### config.mk
export PLATFORM = sky130hd
export DESIGN_NAME = hs32_mem_arb_flat
export DESIGN_NICKNAME = d
export VERILOG_FILES = /design/src/rtl/hs32_mem_arb_if.sv /design/src/rtl/hs32_mem_arb.sv /design/src/flat_wrapper.sv
export SDC_FILE = /design/constraint.sdc
export NUM_CORES = 1
export LEC_CHECK = 0
export ABC_AREA = 1
export CORE_ASPECT_RATIO = 0.75
export CORE_MARGIN = 3
export CORE_UTILIZATION = 45
export DETAILED_ROUTE_END_ITERATION = 8
export PLACE_DENSITY_LB_ADDON = 0.12
export SETUP_SLACK_MARGIN = 0.4
export SYNTH_ARGS = -nofsm -noshare
export SYNTH_HDL_FRONTEND = slang
export SYNTH_SLANG_ARGS = --single-unit
### constraint.sdc
create_clock -name clk -period 2.15 [get_ports clk]
set_clock_uncertainty 0.2 [all_clocks]
set_input_delay 0.43 -clock clk [delete_from_list [all_inputs] [get_ports clk]]
set_output_delay 0.43 -clock clk [all_outputs]
set_load 0.02 [all_outputs]
### src/rtl/hs32_mem_arb_if.sv
// Bus bundle between hs32_mem_arb, its two requesters (exec = port 0, fetch = port 1)
// and the external memory. The arbiter uses the slave view; the environment uses master.
interface hs32_mem_arb_if;
  // Handshake: a requester raises reqN with stable addrN/dtwN/rwN and holds them until it
  // sees a one-cycle ackN (err qualifies it), then drops reqN. On the memory side, mreq
  // is held with stable maddr/mdtw/mrw until a one-cycle mack, which carries mdtr on reads.
  logic        req0;
  logic [31:0] addr0;
  logic [31:0] dtw0;
  logic        rw0;
  logic        ack0;
  logic [31:0] dtr0;
  logic        req1;
  logic [31:0] addr1;
  logic [31:0] dtw1;
  logic        rw1;
  logic        ack1;
  logic [31:0] dtr1;
  logic        err;
  logic [31:0] maddr;
  logic [31:0] mdtw;
  logic        mrw;
  logic        mreq;
  logic        mack;
  logic [31:0] mdtr;
  logic        gnt;
  logic        busy;

  modport slave (
    input  req0, addr0, dtw0, rw0, req1, addr1, dtw1, rw1, mack, mdtr,
    output ack0, dtr0, ack1, dtr1, err, maddr, mdtw, mrw, mreq, gnt, busy
  );

  modport master (
    output req0, addr0, dtw0, rw0, req1, addr1, dtw1, rw1, mack, mdtr,
    input  ack0, dtr0, ack1, dtr1, err, maddr, mdtw, mrw, mreq, gnt, busy
  );
endinterface

### src/rtl/hs32_mem_arb.sv
// Two-port memory arbiter: latches one winning request, runs a single memory
// transaction with optional timeout, and returns a one-cycle ack to the winner.
module hs32_mem_arb #(
  parameter bit          FAIR    = 1'b1,
  parameter int unsigned TIMEOUT = 0,
  parameter int unsigned TW      = 8
) (
  input  logic                 clk,
  input  logic                 reset,
  hs32_mem_arb_if.slave        bus,
  output logic [1:0]           dbg_state_o
);

  typedef enum logic [1:0] {IDLE = 2'd0, MEM = 2'd1, ACK = 2'd2} state_e;

  localparam int unsigned     TO_LAST_I = (TIMEOUT == 32'd0) ? 32'd0 : TIMEOUT - 32'd1;
  localparam logic [TW-1:0]   TO_LAST   = TO_LAST_I[TW-1:0];

  state_e        state_q, state_d;
  logic [TW-1:0] cnt_q, cnt_d;
  logic          pri_q, pri_d;
  logic          gnt_q, gnt_d;
  logic          mreq_q, mreq_d;
  logic          busy_q, busy_d;
  logic          ack0_q, ack0_d;
  logic          ack1_q, ack1_d;
  logic          err_q, err_d;
  logic [31:0]   dtr0_q, dtr0_d;
  logic [31:0]   dtr1_q, dtr1_d;
  logic [31:0]   maddr_q, maddr_d;
  logic [31:0]   mdtw_q, mdtw_d;
  logic          mrw_q, mrw_d;
  logic          sel;
  logic          timeout_hit;

  assign timeout_hit = (TIMEOUT != 32'd0) && (cnt_q == TO_LAST);

  // pri_q names the port favoured on the next tie; it starts at port 0 and
  // flips to the other port after each completed transaction.
  always_comb begin
    state_d = state_q;
    cnt_d   = cnt_q;
    pri_d   = pri_q;
    gnt_d   = gnt_q;
    mreq_d  = mreq_q;
    busy_d  = busy_q;
    ack0_d  = 1'b0;
    ack1_d  = 1'b0;
    err_d   = 1'b0;
    dtr0_d  = dtr0_q;
    dtr1_d  = dtr1_q;
    maddr_d = maddr_q;
    mdtw_d  = mdtw_q;
    mrw_d   = mrw_q;
    sel     = 1'b0;
    unique case (state_q)
      IDLE: begin
        if (bus.req0 || bus.req1) begin
          if (bus.req0 && bus.req1) sel = FAIR ? pri_q : 1'b0;
          else                      sel = bus.req1;
          gnt_d   = sel;
          maddr_d = sel ? bus.addr1 : bus.addr0;
          mdtw_d  = sel ? bus.dtw1  : bus.dtw0;
          mrw_d   = sel ? bus.rw1   : bus.rw0;
          mreq_d  = 1'b1;
          busy_d  = 1'b1;
          cnt_d   = '0;
          state_d = MEM;
        end
      end
      MEM: begin
        if (bus.mack) begin
          mreq_d  = 1'b0;
          state_d = ACK;
          if (!mrw_q) begin
            if (gnt_q) dtr1_d = bus.mdtr;
            else       dtr0_d = bus.mdtr;
          end
          if (gnt_q) ack1_d = 1'b1;
          else       ack0_d = 1'b1;
        end else if (timeout_hit) begin
          mreq_d  = 1'b0;
          err_d   = 1'b1;
          state_d = ACK;
          if (gnt_q) begin
            dtr1_d = '0;
            ack1_d = 1'b1;
          end else begin
            dtr0_d = '0;
            ack0_d = 1'b1;
          end
        end else begin
          cnt_d = cnt_q + TW'(1);
        end
      end
      ACK: begin
        pri_d   = ~gnt_q;
        busy_d  = 1'b0;
        state_d = IDLE;
      end
      default: state_d = IDLE;
    endcase
  end

  always_ff @(posedge clk or negedge reset) begin
    if (!reset) begin
      state_q <= IDLE;
      cnt_q   <= '0;
      pri_q   <= 1'b0;
      gnt_q   <= 1'b0;
      mreq_q  <= 1'b0;
      busy_q  <= 1'b0;
      ack0_q  <= 1'b0;
      ack1_q  <= 1'b0;
      err_q   <= 1'b0;
      dtr0_q  <= '0;
      dtr1_q  <= '0;
      maddr_q <= '0;
      mdtw_q  <= '0;
      mrw_q   <= 1'b0;
    end else begin
      state_q <= state_d;
      cnt_q   <= cnt_d;
      pri_q   <= pri_d;
      gnt_q   <= gnt_d;
      mreq_q  <= mreq_d;
      busy_q  <= busy_d;
      ack0_q  <= ack0_d;
      ack1_q  <= ack1_d;
      err_q   <= err_d;
      dtr0_q  <= dtr0_d;
      dtr1_q  <= dtr1_d;
      maddr_q <= maddr_d;
      mdtw_q  <= mdtw_d;
      mrw_q   <= mrw_d;
    end
  end

  assign bus.ack0     = ack0_q;
  assign bus.ack1     = ack1_q;
  assign bus.dtr0     = dtr0_q;
  assign bus.dtr1     = dtr1_q;
  assign bus.err      = err_q;
  assign bus.maddr    = maddr_q;
  assign bus.mdtw     = mdtw_q;
  assign bus.mrw      = mrw_q;
  assign bus.mreq     = mreq_q;
  assign bus.gnt      = gnt_q;
  assign bus.busy     = busy_q;
  assign dbg_state_o  = state_q;

endmodule
### src/flat_wrapper.sv
// flat-port wrapper written by rule: the top's interface ports become plain ports
module hs32_mem_arb_flat 
#(
  parameter bit          FAIR    = 1'b1,
  parameter int unsigned TIMEOUT = 0,
  parameter int unsigned TW      = 8
)
  (clk, reset, dbg_state_o, bus_req0, bus_addr0, bus_dtw0, bus_rw0, bus_req1, bus_addr1, bus_dtw1, bus_rw1, bus_mack, bus_mdtr, bus_ack0, bus_dtr0, bus_ack1, bus_dtr1, bus_err, bus_maddr, bus_mdtw, bus_mrw, bus_mreq, bus_gnt, bus_busy);
  hs32_mem_arb_if bus_i ();
  input  logic clk;
  input  logic reset;
  output logic [1:0] dbg_state_o;
  input wire logic [$bits(bus_i.req0)-1:0] bus_req0;
  input wire logic [$bits(bus_i.addr0)-1:0] bus_addr0;
  input wire logic [$bits(bus_i.dtw0)-1:0] bus_dtw0;
  input wire logic [$bits(bus_i.rw0)-1:0] bus_rw0;
  input wire logic [$bits(bus_i.req1)-1:0] bus_req1;
  input wire logic [$bits(bus_i.addr1)-1:0] bus_addr1;
  input wire logic [$bits(bus_i.dtw1)-1:0] bus_dtw1;
  input wire logic [$bits(bus_i.rw1)-1:0] bus_rw1;
  input wire logic [$bits(bus_i.mack)-1:0] bus_mack;
  input wire logic [$bits(bus_i.mdtr)-1:0] bus_mdtr;
  output wire logic [$bits(bus_i.ack0)-1:0] bus_ack0;
  output wire logic [$bits(bus_i.dtr0)-1:0] bus_dtr0;
  output wire logic [$bits(bus_i.ack1)-1:0] bus_ack1;
  output wire logic [$bits(bus_i.dtr1)-1:0] bus_dtr1;
  output wire logic [$bits(bus_i.err)-1:0] bus_err;
  output wire logic [$bits(bus_i.maddr)-1:0] bus_maddr;
  output wire logic [$bits(bus_i.mdtw)-1:0] bus_mdtw;
  output wire logic [$bits(bus_i.mrw)-1:0] bus_mrw;
  output wire logic [$bits(bus_i.mreq)-1:0] bus_mreq;
  output wire logic [$bits(bus_i.gnt)-1:0] bus_gnt;
  output wire logic [$bits(bus_i.busy)-1:0] bus_busy;
  assign bus_i.req0 = bus_req0;
  assign bus_i.addr0 = bus_addr0;
  assign bus_i.dtw0 = bus_dtw0;
  assign bus_i.rw0 = bus_rw0;
  assign bus_i.req1 = bus_req1;
  assign bus_i.addr1 = bus_addr1;
  assign bus_i.dtw1 = bus_dtw1;
  assign bus_i.rw1 = bus_rw1;
  assign bus_i.mack = bus_mack;
  assign bus_i.mdtr = bus_mdtr;
  assign bus_ack0 = bus_i.ack0;
  assign bus_dtr0 = bus_i.dtr0;
  assign bus_ack1 = bus_i.ack1;
  assign bus_dtr1 = bus_i.dtr1;
  assign bus_err = bus_i.err;
  assign bus_maddr = bus_i.maddr;
  assign bus_mdtw = bus_i.mdtw;
  assign bus_mrw = bus_i.mrw;
  assign bus_mreq = bus_i.mreq;
  assign bus_gnt = bus_i.gnt;
  assign bus_busy = bus_i.busy;
  hs32_mem_arb #(.FAIR(FAIR), .TIMEOUT(TIMEOUT), .TW(TW)) u_core (.clk(clk), .reset(reset), .bus(bus_i), .dbg_state_o(dbg_state_o));
endmodule
# Word-level counts from Yosys, hierarchy flattened
# Cells that the tools add are included.
# totals
ff_bits,137
inputBits,167
out_inout_bits,137
# classes
eq_ne,4
n_mux,19
n_bitwise,2
n_reduce_logical,11
# ops
op,n
$mux W32,2
$mux W1,12
$reduce_and A4 Y1,2
$reduce_and A2 Y1,3
$mux W2,2
$pmux W1 S2,2
$pmux W2 S2,1
$reduce_bool A2 Y1,2
$reduce_and A3 Y1,1
$eq A2 B1 Y1 const B,1
$eq A2 B2 Y1 const B,1
$logic_not A2 Y1,1
$ne A2 B1 Y1 const B,1
$ne A2 B2 Y1 const B,1
$not A1 Y1,2
$logic_and A1 B1 Y1,1
$logic_or A1 B1 Y1,1

# Depth between registers and ports, before layout
# Gate-level depths: netlist of the first run.
# depth
ltp_word,5
ltp_mapped,8
mapped_depth_nobuf,6

# Worst setup path after synthesis of the first run
# No wires, ideal clock.
# synth_path
path_kind,register to register
from,register u_core.state_q[1] (netlist: u_core.dbg_state_o[1])
to,register u_core.dtr0_q[10] (netlist: u_core.bus.dtr0[10])
setup_ns,0.117
arrival_ns,1.168
required_ns,1.833
slack_ns,0.665
path_stages_with_launch,8
n_path_buf,1
synth_period_minus_slack_ns,1.485
path_cell_list,dfrtp_1 -> inv_2 -> nand2_2 -> nor2_4 -> nand2_1 -> buf_2 -> nand2_1 -> nand2_1
# synth_between
elab_chain_cells,2
# synth_rtl
item,line,rtl
"start, declared",hs32_mem_arb.sv:19,"state_e state_q, state_d;"
"start signal, assigned",hs32_mem_arb.sv:122,state_q <= state_d;
$eq A2 B1 Y1,n/a,
$reduce_and A4 Y1 (no source line),n/a,
"end signal, assigned",hs32_mem_arb.sv:131,dtr0_q <= dtr0_d;
"end, declared",hs32_mem_arb.sv:28,"logic [31:0] dtr0_q, dtr0_d;"
# No other way between the ends.
# A chain may end at the register's enable or synchronous reset.

# Final worst setup path of the first run
# layout_path
from,register u_core.maddr_q[23] (netlist: u_core.bus.maddr[23])
to,output bus_maddr[23]
# layout_rtl
item,line,rtl
"start, declared",hs32_mem_arb.sv:30,"logic [31:0] maddr_q, maddr_d;"
"start signal, assigned",hs32_mem_arb.sv:133,maddr_q <= maddr_d;
"end, declared",flat_wrapper.sv:28,output wire logic [$bits(bus_i.maddr)-1:0] bus_maddr;
# No word-level cell between the ends.

==> impl_metrics.csv, run 1 <==
group,metric,value,unit
cells_and_area,fin_nets,1324,
logic_synthesis,synth.avg_cell_area,7.51,sq um
pwr,power_frac_seq,32.2,%
logic_synthesis,async_flop_share,100,%
logic_synthesis,yosysMostFrequentCell,"nand2_1",
floorplanning,dieArea,0.0160,sq mm
cells_and_area,multi_input_area,0.00232,sq mm
clock_tree,cts_root_buf,"clkbuf_16",
clock_tree,path_clk_slew,0.06,ns
global_routing,grt_pass1_vias,6136,
floorplanning,die_x,145,microns
global_routing,antenna_found_initial,0,
critical_path,r2r_start,"u_core.bus.mrw",
sta,fin_crit,1.73,ns
route,wl_per_cell,15.5,microns
clock_tree,clock_path_buffers,2,
critical_path,arrival,1.10,ns
cells_and_area,fillers,1140,
sta,fin_crit_sh,80.6,%
clock_tree,cts_max_level,4,
cells_and_area,seq_area,0.00343,sq mm
clock_tree,cts_made_buffers,17,
sta,finalSetupViolations,0,
sta,fin_tns_setup,0,ns
sta,holdWs,0.235,ns
critical_path,cp-end-kind,"output port",
global_routing,grtUsageTotal,26.2,%
logic_synthesis,ys_ff_latch,137,
logic_synthesis,synth_cells,868,
logic_synthesis,synth_edf_count,0,
clock_tree,cts_sinks,137,
floorplanning,core-area,0.0139,sq mm
critical_path,required,1.52,ns
route,drtIter0Drc,553,
route,drcViolationCount,0,
global_routing,grt_overflow,0,
cells_and_area,fin_cells,1365,
floorplanning,io-pin-count,304,
floorplanning,dieHeight,110,microns
critical_path,cp-start-kind,"flop",
pwr,power-per-cell-area,1380,mW/mm^2
logic_synthesis,syn_area,0.00652,sq mm
floorplanning,rows,37,
place,place_hpwl,14.9,mm
place,port_buffers,302,
min_path,min_from,"bus_req1",
route,drt-vias-per-instance,4.78,
logic_synthesis,ys_seq_area_share,52.6,%
critical_path,path_delay_family,"flip-flops",
cells_and_area,final_layout_size_suffix_gt1_share,12.6,%
cells_and_area,syn_to_final_growth,55.5,%
pwr,p_comb_share,46.7,%
critical_path,critPathMaxFanout,2,
critical_path,timing.critical_path.from,"u_core.bus.maddr[23]",
pwr,p_int,7.98,mW
pwr,swShare,42.9,%
critical_path,crit_type,"reg -> out",
place,gp_congestion,0.874,
status,status,"completed",
min_path,min_path_type,"in -> reg",
sta,slew_violations,0,
logic_synthesis,ys.flop_type,"dfrtp_1",
cells_and_area,diodes,0,
pwr,p_clk_share,21.2,%
clock_tree,post_cts_buffers,0,
logic_synthesis,yosysTopAreaCell,"dfrtp_1",
logic_synthesis,ys_top_cells_by_count,"nand2_1 (331), nand3_1 (194), dfrtp_1 (137)",
place,dp_cells,1332,
sta,grt_setup_unrepaired,"false",
logic_synthesis,synth_nets,1035,
logic_synthesis,synthTopCellsByArea,"dfrtp_1 (53%), nand2_1 (19%), nand3_1 (15%)",
critical_path,crit_slowest_cell,"dfrtp_1",
pwr,switchingPower,6.00,mW
route,vias,6527,
logic_synthesis,synth_cell_types,18,
sta,finalHoldViolCount,0,
sta,clock.fmax,577,MHz
clock_tree,insertion_delay,0.41,ns
global_routing,grt_max_degree,66,
critical_path,cp_cell_sequence,"clkdlybuf4s15_1",
pwr,total_leakage_power,5.52,nW
route,firstDrtPassIters,6,
route,postRouteAntennaNets,0,
logic_synthesis,yosys_warnings,0,
floorplanning,floorplan.initialDensity,46.8,%
global_routing,grt_pass1_wl,33.2,mm
route,drt-total-wl,21.2,mm
clock_tree,cts_tree,"built",
critical_path,critPathBufInv,1,
critical_path,cp_slowest_stage_delay,0.39,ns
job,maxCapViolations,0,
logic_synthesis,netlist.area_leader.share,52.6,%
pwr,ir_drop,641,uV
-- timing repair --
item | CTS | global route
resized for setup | 284 | 73
endpoints found under the setup margin | 136 | 69
hold buffers | 1 | 0
hold endpoints to repair | 44 | 0
-- worst min-delay path: stages --
cell and delay [ns]:
buf_2 0.16, nand3_1 0.09, nand3_1 0.07, nand2_1 0.05
-- sequential cells by signal, indices dropped and copies added, names as in the netlist, 2 cells and up --
signal and flops:
u_core.bus.dtr0 32, u_core.bus.dtr1 32, u_core.bus.maddr 32, u_core.bus.mdtw 32, u_core.dbg_state_o 2
-- logic make-up after synthesis --
family | Yosys count | synth area share (%)
flip-flops | 137 | 52.6
buffers and inverters | 190 | 12.1
other | 1 | 0.0575
AO/OA/AOI/OAI | 5 | 0.384
AND/OR/NAND/NOR | 535 | 34.9
-- power groups by stage --
stage / Clock, mW / Sequential [mW] / Combinational, mW
after detailed placement: 0 / 4.49 / 7.35
after global routing: 3.12 / 4.65 / 7.11
after global placement: 0 / 4.50 / 7.23
after CTS: 3.01 / 4.48 / 6.78
after floorplan: 0 / 5.92 / 2.23
final: 2.96 / 4.50 / 6.53
-- layer usage --
layer	up-vias	GRT usage [%]	routed length (microns)
met2	289	41.9	9930
met4	0	9.42	588
met3	41	7.76	1890
li1	3226	-	-
met1	2971	34.5	8760
met5	-	0	0
-- per-stage QoR --
step	utilization (%)	cell area [sq um]	total power, mW	worst slack, ns
after floorplan	-	6520	8.15	0.665
after global placement	70.2	9790	11.7	0.193
after detailed placement	70.2	9790	11.8	0.141
after CTS	74.6	10400	14.3	0.235
after global routing	72.8	10100	14.9	0.401
final	72.8	10100	14.0	0.418
-- placed cells by master (no fill, tap or decap), drive strengths merged --
| master | count |
|---|---|
| clkdlybuf4s15 | 77 |
| o21ai | 4 |
| conb | 1 |
| nor3 | 1 |
| dlygate4sd2 | 1 |
| bufinv | 2 |
| buf | 25 |
| inv | 143 |
| a21oi | 1 |
| clkdlybuf4s50 | 164 |
| nand3 | 194 |
| nand2 | 333 |
| nor2 | 7 |
| clkinvlp | 1 |
| clkinv | 4 |
| clkbuf | 74 |
| dfrtp | 137 |
| dlygate4sd3 | 1 |
-- path summary, 6_finish.rpt --
check	end	slack, ns	cells after the start
worst max-delay path	bus_maddr[23]	0.42	1
worst min-delay path	u_core.bus.maddr[30]	0.24	4
worst max register to register	u_core.bus.dtr1[2]	0.54	5
worst min register to register	u_core.bus.dtr0[7]	0.27	2
max in group asynchronous	u_core.bus.gnt	0.76	3
min in group asynchronous	u_core.bus.dtr1[14]	0.32	2
-- final cells by class --
cell class | count | area share, %
clock buffers | 18 | 4.33
clock inverters | 14 | 1.59
inverters | 136 | 5.04
multi-input cells | 541 | 22.8
flip-flops and latches | 137 | 33.8
well taps | 195 | 2.41
repair buffers | 324 | 30.0
No activity file was read; power rests on OpenSTA's default activity.
==> run 2: changes to the inputs <==
--- a/config.mk
+++ b/config.mk
@@ -8,7 +8,7 @@
 export ABC_AREA = 1
 export CORE_ASPECT_RATIO = 0.75
 export CORE_MARGIN = 3
-export CORE_UTILIZATION = 45
+export CORE_UTILIZATION = 42
 export DETAILED_ROUTE_END_ITERATION = 8
 export PLACE_DENSITY_LB_ADDON = 0.12
 export SETUP_SLACK_MARGIN = 0.4
==> constraint.sdc (replaced) <==
create_clock -name clk -period 1.7 [get_ports clk]
set_clock_uncertainty 0.2 [all_clocks]
set_input_delay 0.34 -clock clk [delete_from_list [all_inputs] [get_ports clk]]
set_output_delay 0.34 -clock clk [all_outputs]
set_load 0.02 [all_outputs]
==> run 2 against run 1 <==
  * Global-route usage increased by 0.69 points
  * Power increased by 59%
  * Setup slack got worse by 0.26 ns
  * Cell count increased by 8.3%
  * Clock power increased by 29%
  * Sequential share of layout area decreased by 5.2 points
  * Register-to-register slack got worse by 0.38 ns
  * Utilization increased by 8.0 points
  * Via count increased by 12%
  * Cell area increased by 18%
  * Combinational power increased by 88%
  * First-iteration DRC count decreased by 0.18%
  * Critical endpoint is now u_core.bus.maddr[0]
  * Largest cell class is now non-clock buffers
==> impl_metrics.csv, run 2 (synthesis results as in run 1) <==
group,metric,value,unit
global_routing,grt_pass1_wl,36.3,mm
floorplanning,die_x,150,microns
pwr,total_leakage_power,6.49,nW
floorplanning,floorplan.initialDensity,43.9,%
clock_tree,cts_tree,"built",
sta,finalHoldViolCount,0,
critical_path,cp-start-kind,"flop",
job,maxCapViolations,0,
floorplanning,core-area,0.0148,sq mm
clock_tree,path_clk_slew,0.06,ns
cells_and_area,multi_input_area,0.00253,sq mm
route,wl_per_cell,16.9,microns
sta,grt_setup_unrepaired,"true",
global_routing,grtUsageTotal,26.9,%
sta,clock.fmax,649,MHz
cells_and_area,final_core_util,80.8,%
critical_path,crit_path_end,"u_core.bus.maddr[0]",
route,drt-vias-per-instance,4.95,
place,gp_congestion,0.829,
cells_and_area,fin_nets,1433,
cells_and_area,layout_commonest_cell,"nand2_1",
critical_path,cp-end-kind,"flop",
sta,fin_tns_setup,0,ns
pwr,ir_drop,1010,uV
pwr,power-per-cell-area,1850,mW/mm^2
place,dpl_cell_area,0.0101,sq mm
critical_path,r2r_start,"u_core.dbg_state_o[1]",
cells_and_area,fin_area,0.0120,sq mm
floorplanning,dieArea,0.0171,sq mm
status,status,"completed",
critical_path,critPathMaxFanout,17,
critical_path,reg2reg_depth,7,
critical_path,arrival,1.68,ns
cells_and_area,syn_to_final_growth,83.8,%
critical_path,path_delay_family,"buffers and inverters",
critical_path,timing.critical_path.from,"u_core.dbg_state_o[1]",
critical_path,cp_slowest_stage_delay,0.43,ns
critical_path,required,1.83,ns
critical_path,crit_type,"reg -> reg",
cells_and_area,layout_common_cells,"nand2_1 (314), nand3_1 (170), clkdlybuf4s50_1 (164), buf_6 (147), dfrtp_1 (134)",
cells_and_area,final_layout_size_suffix_gt1_share,27.7,%
floorplanning,rows,38,
route,postRouteAntennaNets,0,
global_routing,grt_overflow,0,
place,port_buffers,302,
sta,fin_crit_sh,90.6,%
sta,slew_violations,0,
clock_tree,cts_root_buf,"clkbuf_16",
route,vias,7311,
floorplanning,io-pin-count,304,
critical_path,critPathBufInv,3,
clock_tree,cts_max_level,4,
clock_tree,cts_made_buffers,17,
critical_path,crit_slowest_cell,"dfrtp_2",
critical_path,rrSetupSlack,0.16,ns
route,drtIter0Drc,552,
cells_and_area,fillers,931,
clock_tree,clock_path_buffers,2,
min_path,min_path_type,"in -> reg",
critical_path,cp_cell_sequence,"inv_4 > nand2_2 > nor2_4 > buf_4 > clkbuf_16 > nand3_1 > nand2_1",
sta,finalSetupViolations,0,
clock_tree,cts_sinks,137,
global_routing,grt_max_degree,37,
pwr,finalPower,22.2,mW
min_path,holdPathStages,4,
global_routing,grt_pass1_vias,6916,
route,firstDrtPassIters,6,
sta,fin_crit,1.54,ns
critical_path,cp_num_cells,7,
critical_path,worstReg2RegEnd,"u_core.bus.maddr[0]",
floorplanning,dieHeight,114,microns
cells_and_area,diodes,0,
global_routing,antenna_found_initial,0,
place,place_hpwl,15.3,mm
route,drt-total-wl,25.0,mm
clock_tree,insertion_delay,0.40,ns
route,drcViolationCount,0,
cells_and_area,seq_area,0.00343,sq mm
## run 2: through the flow
| step | setup slack [ns] | cells | hold slack (ns) |
|---|---|---|---|
| global route | 0.106 | 1478 | 0.160 |
| global placement | -0.104 | 1352 | 0.0514 |
| finish | 0.159 | 1478 | 0.132 |
| CTS | 0.157 | 1432 | 0.121 |
| detailed placement | -0.133 | 1352 | 0.0506 |
| floorplan | 0.288 | 868 | -0.156 |
## run 2: area by class of cell
type	count	area share, %
repair buffers	433	38.8
multi-input cells	541	21.1
well taps	200	2.09
flip-flops and latches	137	28.6
inverters	136	4.32
clock inverters	13	1.40
clock buffers	18	3.67
## run 2: worst register-to-register path, cell delays in order (launching register included)
cell       delay (ns)
dfrtp_2          0.43
inv_4            0.08
nand2_2          0.07
nor2_4           0.14
buf_4            0.18
clkbuf_16        0.20
nand3_1          0.10
nand2_1          0.08
## run 2: metal layers
metal | part of all wire, % | GRT usage [%] | vias up
li1 | - | - | 3451
met5 | 0 | 0 | -
met2 | 49 | 45.1 | 351
met1 | 39 | 33.6 | 3456
met3 | 9.8 | 8.06 | 53
met4 | 2.8 | 8.53 | 0
## run 2: where the power goes
part	total [mW]	leakage [nW]	internal (mW)	switching, mW
logic	12.3	4.51	6.24	6.11
registers	6.01	1.69	4.82	1.19
clock network	3.83	0.293	2.36	1.48
## run 2: what timing repair did
item                                    4_1_cts  5_1_grt
hold endpoints to repair                    137        0
cloned                                        5        6
setup buffers                                43       40
pin swaps                                     5       33
hold buffers                                  1        0
endpoints found under the setup margin      269      270
resized for setup                           841       48
## run 2: worst min-delay path by stage
| stage | from | end |
|---|---|---|
| 2_1_floorplan | reset | u_core.bus.ack0 |
| 3_3_place_gp | reset | u_core.bus.dtr1[3] |
| 3_5_place_dp | reset | u_core.bus.dtr1[10] |
| 4_1_cts | bus_req1 | u_core.bus.mrw |
| 5_1_grt | bus_req1 | u_core.bus.mrw |
| 6_report | bus_req1 | u_core.bus.mrw |
==> run 3: changes to the inputs <==
--- a/config.mk
+++ b/config.mk
@@ -9,8 +9,10 @@
 export CORE_ASPECT_RATIO = 0.75
 export CORE_MARGIN = 3
 export CORE_UTILIZATION = 42
+export CTS_CLUSTER_SIZE = 16
 export DETAILED_ROUTE_END_ITERATION = 8
 export PLACE_DENSITY_LB_ADDON = 0.12
+export RECOVER_POWER = 100
 export SETUP_SLACK_MARGIN = 0.4
 export SYNTH_ARGS = -nofsm -noshare
 export SYNTH_HDL_FRONTEND = slang
==> constraint.sdc (replaced) <==
create_clock -name clk -period 1.46 [get_ports clk]
set_clock_uncertainty 0.2 [all_clocks]
set_input_delay 0.292 -clock clk [delete_from_list [all_inputs] [get_ports clk]]
set_output_delay 0.292 -clock clk [all_outputs]
set_load 0.02 [all_outputs]
==> run 3 against run 2 <==
  * The run now ends with setup timing left
  * Wire length rose by 8.6%
  * Setup slack got worse by 0.28 ns
  * Non-clock buffer count rose by 13
  * First-iteration DRC count fell by 12%
  * Register-to-register slack got worse by 0.28 ns
  * Sequential cell count did not move
  * Die area did not move
  * Hold slack got worse by 0.080 ns
  * Global-route usage fell by 0.36 points
  * Via count rose by 1.7%
  * Sequential share of layout area fell by 1.1 points
  * Largest power group unchanged
==> impl_metrics.csv, run 3 (synthesis results as in run 1) <==
group,metric,value,unit
pwr,total_leakage_power,6.63,nW
pwr,power-per-cell-area,2170,mW/mm^2
route,drt-total-wl,27.1,mm
cells_and_area,syn_to_final_growth,91.1,%
sta,fin_crit,1.58,ns
sta,fin_tns_setup,-6.46,ns
cells_and_area,fin_cells,1492,
floorplanning,floorplan.initialDensity,43.9,%
pwr,ir_drop,1260,uV
critical_path,cp_cell_sequence,"inv_4 > nand2_4 > nor2_4 > buf_12 > buf_8 > buf_16 > nand3_2 > nand2_2",
status,status,"complete, but fails checks",
global_routing,grt_pass1_vias,6779,
min_path,min_path_type,"in -> reg",
place,gp_congestion,0.832,
clock_tree,insertion_delay,0.42,ns
sta,finalSetupViolations,145,
clock_tree,clock_path_buffers,2,
sta,maxSlewHeadroom,61.2,%
global_routing,grt_overflow,0,
cells_and_area,fin_nets,1446,
clock_tree,cts_root_buf,"clkbuf_16",
global_routing,grt_pass1_wl,35.7,mm
floorplanning,core-area,0.0148,sq mm
critical_path,required,1.61,ns
floorplanning,rows,38,
global_routing,grtUsageTotal,26.5,%
route,postRouteAntennaNets,0,
critical_path,crit_type,"reg -> reg",
sta,fin_crit_sh,108,%
place,place_ws,-0.336,ns
status,violations,"setup timing",
route,wl_per_cell,18.2,microns
critical_path,crit_slowest_cell,"dfrtp_2",
clock_tree,cts_max_level,4,
sta,grt_setup_unrepaired,"true",
critical_path,path_delay_family,"buffers and inverters",
critical_path,critPathBufInv,4,
route,vias,7435,
place,port_buffers,302,
job,maxCapViolations,0,
cells_and_area,layout_commonest_cell,"nand2_1",
clock_tree,cts_sinks,137,
sta,finalHoldViolCount,0,
critical_path,cp_slowest_stage_delay,0.43,ns
floorplanning,dieArea,0.0171,sq mm
route,drcViolationCount,0,
floorplanning,io-pin-count,304,
clock_tree,cts_tree,"built",
sta,slew_violations,0,
global_routing,antenna_found_initial,0,
place,place_hpwl,15.3,mm
critical_path,cp-end-kind,"flop",
clock_tree,path_clk_slew,0.07,ns
cells_and_area,diodes,0,
global_routing,grt_max_degree,49,
cells_and_area,fillers,819,
cells_and_area,final_layout_size_suffix_gt1_share,33.4,%
critical_path,critPathMaxFanout,8,
sta,worst_pin_slew,0.582,ns
route,drtIter0Drc,485,
sta,clock.fmax,634,MHz
critical_path,arrival,1.73,ns
sta,holdWs,0.0521,ns
cells_and_area,final_core_util,84.0,%
route,firstDrtPassIters,7,
clock_tree,cts_made_buffers,17,
floorplanning,die_x,150,microns
sta,layout_setup_ws,-0.117,ns
route,drt-vias-per-instance,4.98,
place,dp_cells,1359,
critical_path,cp-start-kind,"flop",
floorplanning,dieHeight,114,microns
cells_and_area,layout_common_cells,"nand2_1 (278), clkdlybuf4s50_1 (163), buf_6 (146), nand3_1 (142), dfrtp_1 (134)",
[run 3: cell types whose count changed in the layout (fill, tap and decap cells not counted), sizes merged]
cell,delta
clkbuf,+11
buf,+2
clkinv,-5
dlymetal6s2s,+1
clkinvlp,+1
clkdlybuf4s50,-1
inv,+5
[run 3: final timing paths]
path,start,end,depth (start not counted),slack [ns]
max,u_core.dbg_state_o[1],u_core.bus.maddr[23],8,-0.12
min,bus_mack,u_core.dbg_state_o[0],2,0.05
max reg2reg,u_core.dbg_state_o[1],u_core.bus.maddr[23],8,-0.12
min reg2reg,u_core.bus.dtr1[26],u_core.bus.dtr1[26],2,0.30
max in group asynchronous,reset,u_core.bus.gnt,3,0.10
min in group asynchronous,reset,u_core.bus.dtr1[3],2,0.21
[run 3: timing repair]
| item | in CTS | in global routing |
|---|---|---|
| setup buffers | 41 | 43 |
| hold buffers | 1 | 0 |
| pin swaps | 13 | 72 |
| endpoints found under the setup margin | 273 | 273 |
| gates cloned | 2 | 14 |
| resized for setup | 844 | 125 |
| endpoints found under the hold margin | 137 | 0 |
[run 3: worst reg2reg max path, stage by stage (launching register included)]
cell and delay (ns):
dfrtp_2 0.43, inv_4 0.10, nand2_4 0.06, nor2_4 0.14, buf_12 0.14, buf_8 0.13
buf_16 0.14, nand3_2 0.08, nand2_2 0.09
[run 3: final cells by class]
| type | count | area [sq um] | area share (%) |
|---|---|---|---|
| multi-input combinational | 541 | 2830 | 22.7 |
| inverter | 136 | 529 | 4.25 |
| clock inverter | 14 | 188 | 1.51 |
| tap | 200 | 250 | 2.01 |
| timing repair buffer | 446 | 4800 | 38.5 |
| sequential | 137 | 3430 | 27.5 |
| clock buffer | 18 | 429 | 3.44 |
[run 3: report_power, final]
group	internal, mW	leakage, nW	switching (mW)	total [mW]
registers	5.61	1.69	1.47	7.08
logic	7.77	4.65	7.65	15.4
clock network	2.74	0.292	1.85	4.59
total	16.1	6.63	11.0	27.1
[run 3: through the flow]
stage | power, mW | instance area (sq um)
2_1_floorplan | 12.2 | 6640
3_3_place_gp | 17.9 | 10100
3_5_place_dp | 18.0 | 10100
4_1_cts | 24.5 | 11300
5_1_grt | 28.4 | 12500
6_report | 27.1 | 12500
[run 3: per-layer routing]
metal  GRT usage [%]  share of wire [%]
met5               0                  0
met1            33.6                 39
met4            9.87                3.8
met2            43.0                 49
met3            8.34                8.5
